[src/rtl/div_pkg.sv]
// rtl/div_pkg.sv - shared types and constants for the sequential divider
//
// Purpose : FSM state encoding, default operand width and counter sizing
//           helper used by seq_divider.
// Ports   : none (package)

package div_pkg;

  typedef enum logic [1:0] {
    IDLE = 2'd0,
    RUN  = 2'd1,
    FIX  = 2'd2
  } state_t;

  localparam int DIV_WIDTH = 32;
  localparam int DIV_CNT_W = $clog2(DIV_WIDTH);

  // Step counter width for a given operand width; counts WIDTH-1 down to 0.
  function automatic int cnt_width(input int w);
    return (w < 2) ? 1 : $clog2(w);
  endfunction

endpackage

[src/rtl/div_step.sv]
// rtl/div_step.sv - one combinational restoring-division iteration
//
// Purpose : shifts {partial_rem, shreg} left by one, trial-subtracts the
//           divisor magnitude and keeps or restores the partial remainder.
//           The subtract lives here on its own so it can be replaced by a
//           faster adder without touching the sequencer.
// Ports   : i_partial_rem  - current partial remainder (WIDTH)
//           i_shreg        - dividend bits still to consume / quotient so far
//           i_divisor_mag  - |divisor| (WIDTH, unsigned)
//           o_partial_rem  - partial remainder after this step
//           o_shreg        - shift register after this step (new quotient LSB)

module div_step #(
  parameter int WIDTH = 32
) (
  input  logic [WIDTH-1:0] i_partial_rem,
  input  logic [WIDTH-1:0] i_shreg,
  input  logic [WIDTH-1:0] i_divisor_mag,
  output logic [WIDTH-1:0] o_partial_rem,
  output logic [WIDTH-1:0] o_shreg
);

  logic [WIDTH:0]   w_shifted;
  logic [WIDTH+1:0] w_diff;
  logic             w_ge;

  assign w_shifted = {i_partial_rem, i_shreg[WIDTH-1]};
  // One spare bit above the WIDTH+1 trial so an unsigned divisor near 2^WIDTH
  // still produces a clean borrow.
  assign w_diff    = {1'b0, w_shifted} - {2'b00, i_divisor_mag};
  // A successful trial is always below the divisor, so both top bits are 0;
  // any set bit there means the subtraction went negative.
  assign w_ge      = (w_diff[WIDTH+1:WIDTH] == 2'b00);

  assign o_partial_rem = w_ge ? w_diff[WIDTH-1:0] : w_shifted[WIDTH-1:0];
  assign o_shreg       = {i_shreg[WIDTH-2:0], w_ge};

endmodule

[src/rtl/seq_divider.sv]
// rtl/seq_divider.sv - iterative signed restoring divider (quotient/remainder)
//
// Purpose : accepts dividend/divisor on start, runs WIDTH restoring steps on
//           magnitudes, then applies sign fixup and registers the results.
//           Optional macro SEQ_DIVIDER_UNSIGNED_EN adds unsigned_op, which
//           treats operands as unsigned and skips sign fixup.
// Ports   : clk, reset (async, active-high)
//           start        - request, sampled only in IDLE
//           unsigned_op  - (SEQ_DIVIDER_UNSIGNED_EN only) unsigned operation
//           dividend     - two's-complement dividend, sampled with start
//           divisor      - two's-complement divisor, sampled with start
//           busy         - operation in flight
//           done         - one-cycle completion pulse
//           quotient     - registered quotient (LO)
//           remainder    - registered remainder (HI)
//           div_by_zero  - registered, set with done when divisor was 0

module seq_divider
  import div_pkg::*;
#(
  parameter int WIDTH = DIV_WIDTH
) (
  input  logic             clk,
  input  logic             reset,
  input  logic             start,
`ifdef SEQ_DIVIDER_UNSIGNED_EN
  input  logic             unsigned_op,
`endif
  input  logic [WIDTH-1:0] dividend,
  input  logic [WIDTH-1:0] divisor,
  output logic             busy,
  output logic             done,
  output logic [WIDTH-1:0] quotient,
  output logic [WIDTH-1:0] remainder,
  output logic             div_by_zero
);

  localparam int CNT_W = cnt_width(WIDTH);

  state_t           r_state;
  state_t           w_next;
  logic [CNT_W-1:0] r_cnt;
  logic [WIDTH-1:0] r_rem;
  logic [WIDTH-1:0] r_shreg;
  logic [WIDTH-1:0] r_dvs_mag;
  logic             r_q_neg;
  logic             r_r_neg;
  logic             r_dbz;
  logic             r_done;
  logic [WIDTH-1:0] r_quotient;
  logic [WIDTH-1:0] r_remainder;
  logic             r_div_by_zero;

  logic             w_signed_op;
  logic             w_dvd_neg;
  logic             w_dvs_neg;
  logic             w_dvs_zero;
  logic [WIDTH-1:0] w_dvd_mag;
  logic [WIDTH-1:0] w_dvs_mag;
  logic [WIDTH-1:0] w_step_rem;
  logic [WIDTH-1:0] w_step_shreg;
  logic [WIDTH-1:0] w_q_mag;
  logic [WIDTH-1:0] w_r_mag;

`ifdef SEQ_DIVIDER_UNSIGNED_EN
  assign w_signed_op = ~unsigned_op;
`else
  assign w_signed_op = 1'b1;
`endif

  assign w_dvd_neg  = w_signed_op & dividend[WIDTH-1];
  assign w_dvs_neg  = w_signed_op & divisor[WIDTH-1];
  assign w_dvs_zero = (divisor == '0);
  // Magnitudes are WIDTH-bit unsigned, so negating MIN_INT yields 2^(WIDTH-1).
  assign w_dvd_mag  = w_dvd_neg ? -dividend : dividend;
  assign w_dvs_mag  = w_dvs_neg ? -divisor  : divisor;

  // On divide by zero the shift register still holds |dividend|, so routing
  // it to the remainder and re-applying the dividend sign returns the
  // original dividend.
  assign w_q_mag = r_dbz ? '0      : r_shreg;
  assign w_r_mag = r_dbz ? r_shreg : r_rem;

  div_step #(.WIDTH(WIDTH)) u_step (
    .i_partial_rem (r_rem),
    .i_shreg       (r_shreg),
    .i_divisor_mag (r_dvs_mag),
    .o_partial_rem (w_step_rem),
    .o_shreg       (w_step_shreg)
  );

  always_ff @(posedge clk or posedge reset) begin
    if (reset) r_state <= IDLE;
    else       r_state <= w_next;
  end

  // FIX waits for the counter to reach 0: normal operations arrive with 0,
  // divide by zero arrives with 1 so its completion lands two cycles out.
  always_comb begin
    w_next = r_state;
    case (r_state)
      IDLE:    if (start) w_next = w_dvs_zero ? FIX : RUN;
      RUN:     if (r_cnt == '0) w_next = FIX;
      FIX:     if (r_cnt == '0) w_next = IDLE;
      default: w_next = IDLE;
    endcase
  end

  always_comb begin
    busy = (r_state != IDLE);
  end

  always_ff @(posedge clk or posedge reset) begin
    if (reset) begin
      r_cnt         <= '0;
      r_rem         <= '0;
      r_shreg       <= '0;
      r_dvs_mag     <= '0;
      r_q_neg       <= 1'b0;
      r_r_neg       <= 1'b0;
      r_dbz         <= 1'b0;
      r_done        <= 1'b0;
      r_quotient    <= '0;
      r_remainder   <= '0;
      r_div_by_zero <= 1'b0;
    end else begin
      r_done <= 1'b0;
      case (r_state)
        IDLE: begin
          if (start) begin
            r_rem     <= '0;
            r_shreg   <= w_dvd_mag;
            r_dvs_mag <= w_dvs_mag;
            r_q_neg   <= w_dvd_neg ^ w_dvs_neg;
            r_r_neg   <= w_dvd_neg;
            r_dbz     <= w_dvs_zero;
            r_cnt     <= w_dvs_zero ? CNT_W'(1) : CNT_W'(WIDTH - 1);
          end
        end
        RUN: begin
          r_rem   <= w_step_rem;
          r_shreg <= w_step_shreg;
          if (r_cnt != '0) r_cnt <= r_cnt - CNT_W'(1);
        end
        FIX: begin
          if (r_cnt != '0) begin
            r_cnt <= r_cnt - CNT_W'(1);
          end else begin
            r_quotient    <= r_q_neg ? -w_q_mag : w_q_mag;
            r_remainder   <= r_r_neg ? -w_r_mag : w_r_mag;
            r_div_by_zero <= r_dbz;
            r_done        <= 1'b1;
          end
        end
        default: ;
      endcase
    end
  end

  assign done        = r_done;
  assign quotient    = r_quotient;
  assign remainder   = r_remainder;
  assign div_by_zero = r_div_by_zero;

endmodule

[config.mk]
export PLATFORM = sky130hd
export DESIGN_NAME = seq_divider
export DESIGN_NICKNAME = d
export VERILOG_FILES = /design/src/rtl/div_pkg.sv /design/src/rtl/div_step.sv /design/src/rtl/seq_divider.sv
export SDC_FILE = /design/constraint.sdc
export NUM_CORES = 1
export LEC_CHECK = 0
export CAP_MARGIN = 10
export CORE_MARGIN = 3
export CORE_UTILIZATION = 40
export CTS_CLUSTER_SIZE = 12
export DETAILED_ROUTE_END_ITERATION = 16
export HOLD_SLACK_MARGIN = 0.1
export SLEW_MARGIN = 40
export SYNTH_ARGS = -nofsm -noshare
export SYNTH_HDL_FRONTEND = slang
export SYNTH_SLANG_ARGS = --single-unit
[constraint.sdc]
create_clock -name clk -period 6.5 [get_ports clk]
set_input_delay 1.625 -clock clk [delete_from_list [all_inputs] [get_ports clk]]
set_output_delay 1.625 -clock clk [all_outputs]
set_load 0.005 [all_outputs]
# Word level (Yosys, flattened, before mapping)
# Index checks and enable logic that the tools add are counted.
[classes]
addsub = 6
n_eq_ne = 6
muxes = 22
n_bitwise = 2
n_reduce_logical = 14
[op_table]
columns = ["op", "count"]
rows = [
  ["2-to-1 mux 32 bit", 9],
  ["negation 32 bit", 4],
  ["one-hot mux 32 bit (2 select lines)", 2],
  ["subtractor 33 x 32 -> 34 bit", 1],
  ["logical NOT 32 bit", 1],
  ["2-to-1 mux 5 bit", 3],
  ["one-hot mux 5 bit (2 select lines)", 1],
  ["2-to-1 mux 2 bit", 4],
  ["inequality test 2 bit (second input constant)", 3],
  ["one-hot mux 2 bit (3 select lines)", 1],
  ["AND reduction 2 bit", 3],
  ["AND reduction 3 bit", 2],
  ["nonzero test 2 bit", 3],
  ["logical NOT 5 bit", 1],
  ["nonzero test 5 bit", 1],
  ["subtractor 5 x 1 -> 5 bit (second input constant)", 1],
  ["logical NOT 2 bit", 2],
  ["equality test 2 x 1 -> 1 bit (second input constant)", 1],
  ["equality test 2 bit (second input constant)", 1],
  ["2-to-1 mux 1 bit", 2],
  ["inequality test 2 x 1 -> 1 bit (second input constant)", 1],
  ["OR reduction 2 bit", 1],
  ["inverter 1 bit", 1],
  ["XOR 1 bit", 1],
]
[totals]
reg_bits = 172
inputBits = 67
output_inout_bits = 67
word_cells = 62

# Longest topological paths before layout
[logic_depth]
depth_word = 4
ltp_mapped = 14
mapped_depth_nobuf = 11

# Hierarchy
# Synthesis repeated with hierarchy kept, for this count alone.
[unflattened]
cells_unflattened = 1509
hier_area_um2 = 12781.0
[by_module_without_submodules]
columns = ["mod", "instances", "cells_each", "area_each_um2", "seq_area_each_um2"]
rows = [
  ["seq_divider", 1, 1163, 10174.8, 4304.1],
  ["div_step", 1, 346, 2606.2, 0.0],
]

# Worst setup path after synthesis
# Ideal clock, no wire load.
[synth_path]
path_type = "input to register"
startpoint = "input port divisor[6]"
endpoint = "register r_cnt[1]"
setup_time_ns = 0.125
t_arrival_ns = 3.686
t_required_ns = 6.375
path_slack_ns = 2.689
cell_stages = 8
path_buffers = 0
cell_sequence = "or4_4 nor3_4 nand4_2 or3_4 or4_4 nor2_4 a21oi_2 mux2_4"
[synth_via]
elab_chain_len = 4
[synth_rtl]
columns = ["item", "line_no", "text"]
rows = [
  ["start: declaration", "seq_divider.sv:30", "input logic [WIDTH-1:0] divisor,"],
  ["logical NOT 32 bit", "seq_divider.sv:73", "assign w_dvs_zero = (divisor == '0);"],
  ["2-to-1 mux 5 bit", "seq_divider.sv:137", "r_cnt <= w_dvs_zero ? CNT_W'(1) : CNT_W'(WIDTH - 1);"],
  ["2-to-1 mux 5 bit", "seq_divider.sv:130", "if (start) begin"],
  ["one-hot mux 5 bit (2 select lines)", "seq_divider.sv:128", "case (r_state)"],
  ["end signal: assignment", "seq_divider.sv:137", ""],
  ["end signal: assignment", "seq_divider.sv:143", "if (r_cnt != '0) r_cnt <= r_cnt - CNT_W'(1);"],
  ["end signal: assignment", "seq_divider.sv:147", "r_cnt <= r_cnt - CNT_W'(1);"],
  ["end: declaration", "seq_divider.sv:42", "logic [CNT_W-1:0] r_cnt;"],
]
# No other way between the ends. The select of a mux whose other input is x is not followed.
# A chain may end at the register's enable or synchronous reset.

# Final worst setup path
[layout_path]
startpoint = "input port divisor[2]"
endpoint = "register r_cnt[1]"
# Same word-level chain as after synthesis.

==> impl_metrics.yaml <==
setup_path:
  critical-path-slowest-cell: "nor4_1"
  worstPathArrival_ps: 4460
  end_kind: "flop"
  critPathMaxFanout: 5
  worstReg2RegStart: "r_shreg[31]$_DFFE_PP0P_"
  path_class: "in2reg"
  critPathMaxStageDelay_ps: 590
  cp.required_ps: 6830
  worstPathCellList: "clkdlybuf4s50_1, nor4_1, and2_1, nand4_2, or3_4, or4_4, nor2_4, a21oi_2, mux2_4"
  startpoint_type: "primary input"
  startpoint: "divisor[2]"
sta:
  clock-skew-final_ps: 17.4
  finalHoldViolCount: 0
  slew_headroom_pct: 47.3
  finalHoldWorstSlack_ps: 480
  timing.final.ws_setup_ps: 2370
  rsz0062_at_grt: "no"
  fin_crit_sh_pct: 63.5
  max_freq_mhz: 242
  slew_violations: 0
  tns_ps: 0
  tightest_slew_ps: 791
  setup_viol: 0
  fin_crit_ps: 4130
finish:
  fillCellCount: 2969
  drive_above_1_share_pct: 4.99
  final_cells: 1993
  diodes: 0
  synthToLayoutAreaGrowth_pct: 17.1
  nets: 1699
hold_path:
  hp-start: "remainder[20]$_DFFE_PP0P_"
  hold_path.class: "reg2reg"
pwr:
  p_total_mw: 4.92
  irDropWorstVdd_mv: 0.217
  p_leak_nw: 6.18
  powerDensity_nw_per_um2: 337
yosys:
  synth_fp_nets: 1638
  synthXorXnorAreaFrac_pct: 8.72
  synth_area_leaders: "dfrtp_1, nand2_1, o21ai_0"
  synth.ff_latch_count: 172
  synth_area_per_cell_um2: 8.15
  netlist_instances: 1529
  synth_simple_gate_area_share_pct: 18.8
  yosysWarningCount: 0
  synth_compound_area_share_pct: 24.4
  synth_top_area_share_pct: 34.6
  async_flop_share_pct: 100
  ys_types: 79
  synthMuxAreaShare_pct: 4.24
  syn_area_um2: 12500
  ys_seq_area_share_pct: 34.6
  synth_edf_count: 0
  synth_ff_type: "dfrtp_1"
  synth_top_family_by_area: "compound AO/OA/AOI/OAI gates"
  yosysTopAreaCell: "dfrtp_1"
  synth_fa_ha_area_share_pct: 4.28
clock_network:
  htreeDepth: 4
  ctsLongestPathBuffers: 2
  insertion_delay_ps: 440
  numCtsBuffers: 17
  cts.repair.resized: 0
  clockRootBuffer: "clkbuf_16"
  clock-sinks: 172
  clk_pin_slew_ps: 80
  cts_hold_buf: 0
  post-cts-setup-buffers: 0
  cts_tree: "yes"
grt:
  grt_pass1_vias: 10700
  grt_pass1_wl_mm: 59.3
  grt_max_degree: 109
  track_usage_pct: 21.9
  overflow: 0
  antenna_found_initial: 0
job:
  max-cap-violations: 0
placement:
  port_buffers: 133
  place_hpwl_mm: 27.3
  gp_congestion: 0.944
  placedCellCount: 1961
  dp_slack_ps: 1890
drt:
  remaining_drc_errors: 0
  wire_per_inst_um: 18.2
  avgViaCountPerCell: 5.66
  drt-total-wl_mm: 36.2
  final_antenna_net_count: 0
  dr.pass1.iters: 7
  routed-via-count: 11300
  drt_iter0_markers: 737
floorplanning:
  dieWidth_um: 182
  fp.dieH_um: 182
  start_util_pct: 41.3
  coreArea_um2: 30200
  die-area_um2: 33300
  rows: 63
  ios: 134
outcome:
  status: "completed"
## worst max-delay path, delay by kind of cell
family          cells  cell delay [ps]
simple gates        6             2050
mux                 1              260
buf+inv             1              490
compound gates      1               40
## cell usage in the layout, fill, tap and decap left out, types with 49 or more instances in the layout
cell type,instances
mux2i_1,49
nand2_1,245
dfrtp_1,171
a21oi_1,85
nor2_1,83
o21ai_0,152
inv_1,52
xnor2_1,51
clkdlybuf4s50_1,132
xor2_1,73
## through the flow
step / area [µm²] / utilization (%)
2_1_floorplan: 12500 / -
3_3_place_gp: 14000 / 46.3
3_5_place_dp: 14000 / 46.4
4_1_cts: 14600 / 48.3
5_1_grt: 14600 / 48.3
6_report: 14600 / 48.3
## cells by family (layout without fill, tap and decap cells)
group,after synthesis,count (layout)
flip-flops,172,172
AO/OA/AOI/OAI,479,479
AND/OR/NAND/NOR,500,500
multiplexers,52,52
XOR/XNOR,124,124
buffers and inverters,160,234
adder cells (fa/ha/maj),42,42
## cell type report
class / count / area (µm²) / area share, %
inverters: 56 / 218 / 1.49
flip-flops and latches: 172 / 4310 / 29.5
clock inverters: 13 / 123 / 0.841
well taps: 390 / 488 / 3.35
repair buffers: 146 / 1430 / 9.81
clock buffers: 19 / 453 / 3.11
multi-input cells: 1197 / 7570 / 51.9
## cells in the mapped netlist (all sizes together), types with 3 or more instances
library cell and n:
buf 24, or4 13, nor2 84, xnor2 51, mux2 3, nor3 29, a31o 6, nand2 248
a211oi 7, mux2i 49, o2111ai 8, xor2 73, nand4 10, nor4b 5, o21bai 4, o41ai 14
nor3b 5, ha 41, a221o 22, o211ai 21, and3 12, nor4 10, o21a 11, a211o 4
and2 11, or2 8, dfrtp 172, a21oi 87, clkbuf 80, nor2b 7, o311ai 12, o31ai 27
nand3 26, a21o 17, a31oi 27, nand2b 15, or3 10, o221ai 3, inv 56, o21ai 187
## routing by layer
metal	GRT usage (%)	vias to the layer above	part of all wire (%)
met3	2.47	49	5.9
met1	33.0	5255	49
met5	0	-	0
li1	-	5621	-
met2	33.1	363	43
met4	6.28	0	2.4
## power by group
part	internal, mW	switching (mW)
Sequential	1.29	0.413
Clock	0.529	0.506
Combinational	0.836	1.35
Total	2.65	2.27
## state kept, by name, indices dropped and copies added, names as in the netlist
name and count:
remainder 32, r_r_neg 1, quotient 32, r_dvs_mag 32, r_state 2, done 1
r_rem 32, r_q_neg 1, r_cnt 5, r_shreg 32, r_dbz 1, div_by_zero 1
## path summary, 6_finish.rpt
kind / endpoint / slack [ps] / cells after the start
max: r_cnt[1]$_DFFE_PP0P_ / 2370 / 9
min: remainder[20]$_DFFE_PP0P_ / 480 / 2
max reg2reg: r_rem[30]$_DFFE_PP0P_ / 2820 / 11
min reg2reg: remainder[20]$_DFFE_PP0P_ / 480 / 2
max in group asynchronous: remainder[29]$_DFFE_PP0P_ / 3760 / 3
min in group asynchronous: r_cnt[1]$_DFFE_PP0P_ / 1650 / 2
Note: power is estimated with default switching activity, not from simulation.
